--- src/rtl/dose_pkg.sv ---
// rtl/dose_pkg.sv - shared state and slot definitions for the dose confirmation monitor
package dose_pkg;

  typedef enum logic [1:0] {
    IDLE  = 2'd0,
    ARMED = 2'd1,
    DONE  = 2'd2,
    MISS  = 2'd3
  } state_e;

  localparam logic [1:0] SLOT_MORNING   = 2'd0;
  localparam logic [1:0] SLOT_AFTERNOON = 2'd1;
  localparam logic [1:0] SLOT_EVENING   = 2'd2;
  localparam logic [1:0] SLOT_INVALID   = 2'd3;

  function automatic logic [2:0] slot_bit(input logic [1:0] slot);
    logic [2:0] m;
    m = 3'b000;
    case (slot)
      SLOT_MORNING:   m = 3'b001;
      SLOT_AFTERNOON: m = 3'b010;
      SLOT_EVENING:   m = 3'b100;
      default:        m = 3'b000;
    endcase
    return m;
  endfunction

endpackage

--- src/rtl/sensor_debounce.sv ---
// rtl/sensor_debounce.sv - break-beam synchroniser, debouncer and falling-edge pulse
module sensor_debounce
  import dose_pkg::*;
#(
  parameter int DEBOUNCE_CYCLES = 50000
) (
  input  logic clock,
  input  logic resetn,
  input  logic sensor_n,
  output logic drop_evt
);

  localparam int CW = $clog2(DEBOUNCE_CYCLES + 1);

  logic          sync1_q, sync2_q;
  logic          level_q, level_d;
  logic [CW-1:0] cnt_q, cnt_d;
  logic          drop_q, drop_d;

  // Counter tracks how long the synchronised input has disagreed with the accepted level.
  always_comb begin
    level_d = level_q;
    cnt_d   = '0;
    drop_d  = 1'b0;
    if (sync2_q != level_q) begin
      if (cnt_q == CW'(DEBOUNCE_CYCLES - 1)) begin
        level_d = sync2_q;
        drop_d  = level_q & ~sync2_q;
      end else begin
        cnt_d = cnt_q + 1'b1;
      end
    end
  end

  always_ff @(posedge clock or negedge resetn) begin
    if (!resetn) begin
      sync1_q <= 1'b1;
      sync2_q <= 1'b1;
      level_q <= 1'b1;
      cnt_q   <= '0;
      drop_q  <= 1'b0;
    end else begin
      sync1_q <= sensor_n;
      sync2_q <= sync1_q;
      level_q <= level_d;
      cnt_q   <= cnt_d;
      drop_q  <= drop_d;
    end
  end

  assign drop_evt = drop_q;

endmodule

--- src/rtl/dose_confirm_monitor.sv ---
// rtl/dose_confirm_monitor.sv - confirms each dispense with a pill drop; DOSE_SPURIOUS_EN adds spurious_count
module dose_confirm_monitor
  import dose_pkg::*;
#(
  parameter int DEBOUNCE_CYCLES = 50000,
  parameter int TIMEOUT_CYCLES  = 100000000,
  parameter int CNT_W           = 8
) (
  input  logic             clock,
  input  logic             resetn,
  input  logic             dispense_req,
  input  logic [1:0]       slot,
  input  logic             sensor_n,
  input  logic             clear_missed,
  output logic             busy,
  output logic             confirmed,
  output logic             missed,
  output logic [2:0]       missed_mask,
  output logic [CNT_W-1:0] dose_count
`ifdef DOSE_SPURIOUS_EN
  ,
  output logic [CNT_W-1:0] spurious_count
`endif
);

  localparam int TW = $clog2(TIMEOUT_CYCLES + 1);

  logic drop_evt;

  sensor_debounce #(
    .DEBOUNCE_CYCLES(DEBOUNCE_CYCLES)
  ) u_debounce (
    .clock   (clock),
    .resetn  (resetn),
    .sensor_n(sensor_n),
    .drop_evt(drop_evt)
  );

  state_e           state_q, state_d;
  logic [1:0]       slot_q, slot_d;
  logic [TW-1:0]    timer_q, timer_d;
  logic             busy_q, busy_d;
  logic             confirmed_q, confirmed_d;
  logic             missed_q, missed_d;
  logic [2:0]       mask_q, mask_d;
  logic [CNT_W-1:0] count_q, count_d;

  // Pulses and the mask bit are produced on the transition so they line up with DONE/MISS.
  always_comb begin
    state_d     = state_q;
    slot_d      = slot_q;
    timer_d     = timer_q;
    confirmed_d = 1'b0;
    missed_d    = 1'b0;
    count_d     = count_q;
    mask_d      = clear_missed ? 3'b000 : mask_q;
    case (state_q)
      IDLE: begin
        if (dispense_req && (slot != SLOT_INVALID)) begin
          slot_d  = slot;
          timer_d = '0;
          state_d = ARMED;
        end
      end
      ARMED: begin
        timer_d = timer_q + 1'b1;
        if (drop_evt) begin
          state_d     = DONE;
          confirmed_d = 1'b1;
          if (count_q != {CNT_W{1'b1}}) count_d = count_q + 1'b1;
        end else if (timer_q == TW'(TIMEOUT_CYCLES - 1)) begin
          state_d  = MISS;
          missed_d = 1'b1;
          mask_d   = mask_d | slot_bit(slot_q);
        end
      end
      default: state_d = IDLE;
    endcase
    busy_d = (state_d == ARMED);
  end

  always_ff @(posedge clock or negedge resetn) begin
    if (!resetn) begin
      state_q     <= IDLE;
      slot_q      <= SLOT_MORNING;
      timer_q     <= '0;
      busy_q      <= 1'b0;
      confirmed_q <= 1'b0;
      missed_q    <= 1'b0;
      mask_q      <= 3'b000;
      count_q     <= '0;
    end else begin
      state_q     <= state_d;
      slot_q      <= slot_d;
      timer_q     <= timer_d;
      busy_q      <= busy_d;
      confirmed_q <= confirmed_d;
      missed_q    <= missed_d;
      mask_q      <= mask_d;
      count_q     <= count_d;
    end
  end

  assign busy        = busy_q;
  assign confirmed   = confirmed_q;
  assign missed      = missed_q;
  assign missed_mask = mask_q;
  assign dose_count  = count_q;

`ifdef DOSE_SPURIOUS_EN
  logic [CNT_W-1:0] spur_q, spur_d;

  always_comb begin
    spur_d = spur_q;
    if (drop_evt && (state_q != ARMED) && (spur_q != {CNT_W{1'b1}})) spur_d = spur_q + 1'b1;
  end

  always_ff @(posedge clock or negedge resetn) begin
    if (!resetn) spur_q <= '0;
    else         spur_q <= spur_d;
  end

  assign spurious_count = spur_q;
`endif

endmodule

--- config.mk ---
export PLATFORM = sky130hd
export DESIGN_NAME = dose_confirm_monitor
export DESIGN_NICKNAME = d
export VERILOG_FILES = /design/src/rtl/dose_pkg.sv /design/src/rtl/sensor_debounce.sv /design/src/rtl/dose_confirm_monitor.sv
export SDC_FILE = /design/constraint.sdc
export NUM_CORES = 1
export LEC_CHECK = 0
export CAP_MARGIN = 0
export CORE_ASPECT_RATIO = 0.75
export CORE_MARGIN = 5
export CORE_UTILIZATION = 35
export DETAILED_ROUTE_END_ITERATION = 12
export HOLD_SLACK_MARGIN = 0.08
export PLACE_DENSITY_LB_ADDON = 0.05
export SYNTH_ARGS = -nofsm -noshare
export SYNTH_HDL_FRONTEND = slang
export SYNTH_SLANG_ARGS = --single-unit
--- constraint.sdc ---
create_clock -name clock -period 2.44 [get_ports clock]
set_input_delay 0.488 -clock clock [delete_from_list [all_inputs] [get_ports clock]]
set_output_delay 0.488 -clock clock [all_outputs]
set_load 0.005 [all_outputs]
==> summary.md, run 1 <==
| Metric | Value |
|---|---|
| Die footprint | 0.0111 sq mm |
| Clk buf depth | 2 |
| Unique masters post-synth | 52 |
| Final period utilization | 0.829 |
| Max FO, Critical Path | 11 |
| Drt wl/cell | 15.3 microns |
| Crit path cell chain | ha_1, nand3_1, or4_4, nor4_1, mux2i_1 |
| Sinks on Clock Net | 65 |
| Post-synth EDFFs | 0 |
| CTS Root Cell | clkbuf_16 |
| Vert. Die Dim | 92.7 microns |
| CTS buffer count | 9 |
| Most frequent cells in the layout | dfrtp_1 (62), nor2_1 (29), nand2_1 (27), o21ai_0 (19), clkdlybuf4s50_1 (19) |
| Worst-path clk slew | 0.06 ns |
| Drt first pass iters | 5 |
| PD cells | 622 mW/mm^2 |
| Fin cells | 453 |
| Status | completed |
| Adder-cell share of the synthesized area | 0.0196 |
| Mux contribution to synthesized area | 0.0361 |
| Setup TNS | 0 ns |
| XOR/XNOR Fraction of Synth Area | 0.0439 |
| I/O Pins | 21 |
| Rows | 30 |
| Via density | 5.21 |
| Diodes inserted | 0 |
| Largest net degree at the start of global routing | 66 |
| Worst Hold Class | input port to asynchronous set/reset pin |
| Final nets | 348 |
| Synth async-reset ratio | 1.00 |
| Detail Route Antenna Nets | 0 |
| Max Cap Viol | 0 |
| Worst Path Buf+Inv | 0 |
| Worst skew pair latency | 0.33 ns |
| Skew final | 0.00769 ns |
| Main combinational cell family by area after synthesis | simple AND/OR/NAND/NOR gates |
| Compound-Gate Fraction of Synth Area | 0.113 |
| Net Count, Synth | 323 |
| Unrepaired setup endpoints after global routing | false |
| Mapped Avg Cell Area | 10.3 sq um |
| Buffers on Ports | 20 |
| Crit path max-delay family | simple AND/OR/NAND/NOR gates |
| Fin. Hold Viols | 0 |
| Finish-stage setup viols | 0 |
| Critical path launch point type | flop |
| Placed inst area | 0.00351 sq mm |
| CP peak stage delay | 0.64 ns |
| Top cell type's share of synthesized area | 0.486 |
| YS warnings | 0 |
| Commonest non-fill, non-tap cell in the layout | dfrtp_1 |
| Post-CTS setup buffers | 0 |
| CTS tree | built |
| Worst slew pin tran | 0.554 ns |
| Post-Synthesis Cells | 311 |
| Sequential area share after synthesis | 0.511 |
| Clock period minus worst slack | 2.02 ns |
| Via count | 2359 |
| P&R area growth vs syn | 19.1% |
| GRT Overall Usage | 0.139 |
| Crit Path Class | flop to flop |
| Worst EP required | 2.70 ns |
| Dpl hpwl | 4.74 mm |
| Global placement routability congestion | 0.737 |
| Slew Limit Fails | 0 |
| WP data arrival | 2.28 ns |
| Initial drt markers | 158 |
| CP max-delay cell | or4_4 |
| Vias in the first global route | 2260 |
| Maximum VDD drop | 0.301 mV |
| Initial antenna violation count | 0 |
| First-pass GRT wire length | 12.0 mm |
| Setup crit end kind | flop |
| Top FF cell, synth | dfrtp_1 |
| WL final | 6.91 mm |
| Hold-fix buffers, CTS | 0 |
| Fill cells | 863 |
| Simple-Gate Fraction of Synth Area | 0.236 |
| Slew HR | 0.630 |
| Synthesized area | 0.00319 sq mm |
| Final Instance Area | 0.00380 sq mm |
| Placed instance count | 437 |
| Initial Utilization | 0.356 |
| Leak | 1.51 nW |
| Layout cells sized above 1 | 0.117 |
| Main area contributors after synthesis | dfrtp_1 (49%), nor2_1 (3.4%), nand4_1 (3.3%) |
| Die W | 120 microns |
| Core ar. | 0.00897 sq mm |
| Synth Register Bits | 65 |
| Post-route DRC | 0 |
| Synth area leader | dfrtp_1 |
| # H-tree levels | 3 |
| GRT Residual Overflow | 0 |
| CTS resizes | 0 |
| Maximum clock rate | 495 MHz |
-- worst reg2reg max path: stages, from the launching register on --
cell     delay (ns)
dfrtp_1        0.40
ha_1           0.22
nand3_1        0.12
or4_4          0.64
nor4_1         0.36
mux2i_1        0.21
-- cell usage after synthesis (8+ instances only) --
library cell and number:
nor4_1 10, nor2_1 29, dfrtp_1 62, inv_1 11, o31ai_1 8, nand4_1 17
nand3_1 16, xnor2_1 12, nand2_1 27, o21ai_0 19
-- worst paths after layout --
check	from	to	slack [ns]	cells past startpoint
worst min register to register	u_debounce.sync1_q$_DFF_PN1_	u_debounce.sync2_q$_DFF_PN1_	0.36	0
worst min-delay path	resetn	dose_count[4]$_DFFE_PN0P_	0.17	2
min in group clock	u_debounce.sync1_q$_DFF_PN1_	u_debounce.sync2_q$_DFF_PN1_	0.36	0
max in group asynchronous	resetn	u_debounce.sync1_q$_DFF_PN1_	1.94	2
worst max register to register	timer_q[0]$_DFFE_PN0P_	timer_q[26]$_DFFE_PN0P_	0.42	5
worst max-delay path	timer_q[0]$_DFFE_PN0P_	timer_q[26]$_DFFE_PN0P_	0.42	5
-- cells by family after synthesis --
family                   after synthesis
multiplexers                          11
adder cells (fa/ha/maj)                5
XOR/XNOR                              16
buffers and inverters                 25
AND/OR/NAND/NOR                      135
AO/OA/AOI/OAI                         54
flip-flops                            65
-- per-stage QoR --
step | power (mW) | setup slack [ns] | hold WS, ns | utilization
6_report | 2.37 | 0.418 | 0.168 | 0.424
5_1_grt | 2.47 | 0.253 | 0.203 | 0.424
4_1_cts | 2.42 | 0.417 | 0.181 | 0.424
3_5_place_dp | 1.16 | 0.431 | 0.349 | 0.392
3_3_place_gp | 1.16 | 0.443 | 0.346 | 0.392
2_1_floorplan | 1.12 | 0.541 | 0.192 | -
-- per-layer routing --
layer,track usage,wire length [microns],vias up
li1,-,-,1189
met1,0.210,3840,1117
met2,0.174,2630,48
met3,0.0543,361,5
met4,0.0491,78,0
met5,0,0,-
-- state kept, by name, summed over array words and instances, names as in the netlist --
signal,cells
timer_q,27
u_debounce.cnt_q,16
dose_count,8
missed_mask,3
slot_q,2
state_q,2
busy,1
confirmed,1
missed,1
u_debounce.drop_evt,1
u_debounce.level_q,1
u_debounce.sync1_q,1
u_debounce.sync2_q,1
-- cell type report --
cell class | count | area, sq um | share of cell area
sequential | 65 | 1630 | 0.429
multi-input combinational | 221 | 1430 | 0.377
clock buffer | 14 | 274 | 0.0721
timing repair buffer | 28 | 268 | 0.0705
tap | 112 | 140 | 0.0369
inverter | 11 | 41.3 | 0.0109
clock inverter | 2 | 12.5 | 0.00329
-- power breakdown --
| part | internal, mW | leakage [nW] | switching (mW) |
|---|---|---|---|
| clock network | 0.769 | 0.139 | 0.453 |
| logic | 0.0191 | 0.515 | 0.0323 |
| registers | 1.09 | 0.859 | 0.00490 |
| total | 1.87 | 1.51 | 0.490 |
(Power assumes the default switching activity.)
==> run 2, diff against run 1 <==
clock period = 2.05 ns   (was 2.44 ns; I/O delays follow)
==> run 2 against run 1 <==
  * Clock-buffer cell count decreased by 1
  * Sequential share of layout area decreased by 1.5 points
  * Clock skew decreased by 0.0017 ns
  * Core utilization increased by 1.6 points
  * Critical path depth unchanged
  * Worst hold slack improved by 0.19 ns
  * Sequential power increased by 19%
  * Clock power increased by 16%
  * Via count increased by 2.9%
  * First-iteration DRC count increased by 1.3%
  * Register-to-register slack got worse by 0.31 ns
  * Critical endpoint is now timer_q[20]$_DFFE_PN0P_
  * Largest cell class unchanged
  * Highest routed layer unchanged
==> summary.md, run 2 (synthesis results as in run 1) <==
| Metric | Value |
|---|---|
| Status | completed |
| # H-tree levels | 3 (unchanged) |
| Sw frac | 0.208 (+0.000495) |
| GRT Overall Usage | 0.143 (+0.00381) |
| Switching power of the nets | 0.577 mW (+18%) |
| Final nets | 361 (+3.7%) |
| Clock period minus worst slack | 1.94 ns (-0.0792 ns) |
| CTS Root Cell | clkbuf_16 |
| Fin. Hold Viols | 0 (unchanged) |
| Vias in the first global route | 2281 (+0.93%) |
| Reg2reg setup slack | 0.11 ns (-0.31 ns) |
| R2r worst-path depth | 5 (unchanged) |
| PnR Total Power | 2.77 mW (+17%) |
| Commonest non-fill, non-tap cell in the layout | dfrtp_1 |
| Fill cells | 853 (-1.2%) |
| Die footprint | 0.0111 sq mm (unchanged) |
| Setup TNS | 0 ns (unchanged) |
| Diodes inserted | 0 (unchanged) |
| Internal power | 2.20 mW (+17%) |
| Clk buf depth | 2 (unchanged) |
| Die W | 120 microns (unchanged) |
| Crit path max-delay family | simple AND/OR/NAND/NOR gates |
| Sequential Area | 0.00163 sq mm (+0.15%) |
| Post-route DRC | 0 (unchanged) |
| Critical path launch point type | flop |
| Leak | 1.59 nW (+4.9%) |
| Worst-path clk slew | 0.05 ns (about the same) |
| Setup crit end kind | flop |
| Maximum clock rate | 515 MHz (+4.1%) |
| CTS tree | built |
| Layout cells sized above 1 | 0.164 (+0.0465) |
| Critical R2R Capture | timer_q[20]$_DFFE_PN0P_ |
| Hold path depth | 0 |
| Worst Hold Class | flop to flop |
| Slew Limit Fails | 0 (unchanged) |
| Worst slew pin tran | 0.569 ns (+0.0154 ns) |
| CP peak stage delay | 0.60 ns (-0.04 ns) |
| Crit Path Class | flop to flop |
| PD cells | 704 mW/mm^2 (+13%) |
| Combinational fraction of design power | 0.025 (+0.003) |
| WL final | 7.35 mm (+6.3%) |
| Global placement routability congestion | 0.797 (+8.2%) |
| Initial Utilization | 0.356 (unchanged) |
| Finish-stage setup viols | 0 (unchanged) |
| First-pass GRT wire length | 12.2 mm (+1.4%) |
| CTS buffer count | 9 (unchanged) |
| Via density | 5.21 (about the same) |
| Worst Hold Launch | u_debounce.sync1_q$_DFF_PN1_ |
| I/O Pins | 21 (unchanged) |
| P&R area growth vs syn | 23.5% |
| Initial drt markers | 160 (+1.3%) |
| Fraction of power consumed by the clock network | 0.507 (-0.010) |
| Largest net degree at the start of global routing | 28 (-58%) |
| Max FO, Critical Path | 5 (-6) |
| Via count | 2427 (+2.9%) |
| Sinks on Clock Net | 65 (unchanged) |
| Initial antenna violation count | 0 (unchanged) |
| Vert. Die Dim | 92.7 microns (unchanged) |
| Worst EP required | 2.24 ns (-0.46 ns) |
| Maximum VDD drop | 0.497 mV (+65%) |
| Worst skew pair latency | 0.33 ns (about the same) |
| CP max-delay cell | or4_4 |
| Crit path cell chain | ha_1, nand3_1, or4_4, o311ai_0, o41ai_1 |
| Core ar. | 0.00897 sq mm (unchanged) |
| Drt wl/cell | 15.8 microns (+3.3%) |
| Skew final | 0.00596 ns (-0.00174 ns) |
| Sequential Power Share | 0.468 (+0.007) |
| Most frequent cells in the layout | dfrtp_1 (60), nor2_1 (29), nand2_1 (27), o21ai_0 (19), clkdlybuf4s50_1 (19) |
| Max FFs per register | 27 (unchanged) |
| Detail Route Antenna Nets | 0 (unchanged) |
| Drt first pass iters | 5 (unchanged) |
| Slew HR | 0.620 (-0.0103) |
| Multi-input logic area | 0.00146 sq mm (+1.7%) |
| R2R Path Start | timer_q[0]$_DFFE_PN0P_ |
| Max Cap Viol | 0 (unchanged) |
| WP data arrival | 2.14 ns (-0.14 ns) |
| Final period utilization | 0.948 (+0.119) |
| Worst Path Buf+Inv | 0 (unchanged) |
| Rows | 30 (unchanged) |
| Dpl hpwl | 5.24 mm (+10%) |
| Biggest register | timer_q |
| Hold worst-path end | u_debounce.sync2_q$_DFF_PN1_ |
| Buffers on Ports | 20 (unchanged) |
| Unrepaired setup endpoints after global routing | false |
| GRT Residual Overflow | 0 (unchanged) |
[run 2: layout make-up]
class | count | area share
timing repair buffer | 41 | 0.0997
clock buffer | 13 | 0.0660
clock inverter | 3 | 0.00381
multi-input combinational | 221 | 0.370
inverter | 11 | 0.0105
sequential | 65 | 0.414
tap | 112 | 0.0356
[run 2: worst max path at each step]
stage,end,cells past startpoint,from,slack (ns)
final,timer_q[20]$_DFFE_PN0P_,5,timer_q[0]$_DFFE_PN0P_,0.11
after global placement,timer_q[21]$_DFFE_PN0P_,4,timer_q[7]$_DFFE_PN0P_,0.08
after detailed placement,timer_q[21]$_DFFE_PN0P_,4,timer_q[8]$_DFFE_PN0P_,0.06
after floorplan,timer_q[22]$_DFFE_PN0P_,6,timer_q[0]$_DFFE_PN0P_,0.15
after CTS,timer_q[21]$_DFFE_PN0P_,4,timer_q[8]$_DFFE_PN0P_,0.04
after global routing,timer_q[20]$_DFFE_PN0P_,5,timer_q[0]$_DFFE_PN0P_,0.005
[run 2: through the flow]
step | instances | instance area [sq um] | setup WS [ns] | hold WS, ns | utilization
CTS | 464 | 3900 | 0.0407 | 0.355 | 0.435
finish | 466 | 3940 | 0.107 | 0.354 | 0.439
global route | 466 | 3940 | 0.00530 | 0.362 | 0.439
global placement | 447 | 3610 | 0.0811 | 0.346 | 0.403
floorplan | 311 | 3190 | 0.151 | 0.114 | -
detailed placement | 447 | 3610 | 0.0649 | 0.347 | 0.403
[run 2: what timing repair did]
action,in CTS,in global routing
resized for setup,0,6
hold buffers,1,0
buffers inserted,0,2
setup endpoints to repair,0,5
endpoints found under the hold margin,16,0
[run 2: power groups by stage]
stage / sequential [mW] / clock, mW / combinational [mW]
final: 1.30 / 1.41 / 0.0685
after global routing: 1.30 / 1.51 / 0.0806
after CTS: 1.30 / 1.45 / 0.0724
after detailed placement: 1.32 / 0 / 0.0708
after global placement: 1.32 / 0 / 0.0709
after floorplan: 1.32 / 0 / 0.0184
[run 2: layer usage]
metal | global-route usage | part of all wire | up-vias | wire length, microns
met5 | 0 | 0 | - | 0
met4 | 0.0642 | 0.013 | 0 | 97
met3 | 0.0440 | 0.040 | 9 | 291
met2 | 0.180 | 0.40 | 32 | 2920
met1 | 0.217 | 0.55 | 1172 | 4030
li1 | - | - | 1214 | -
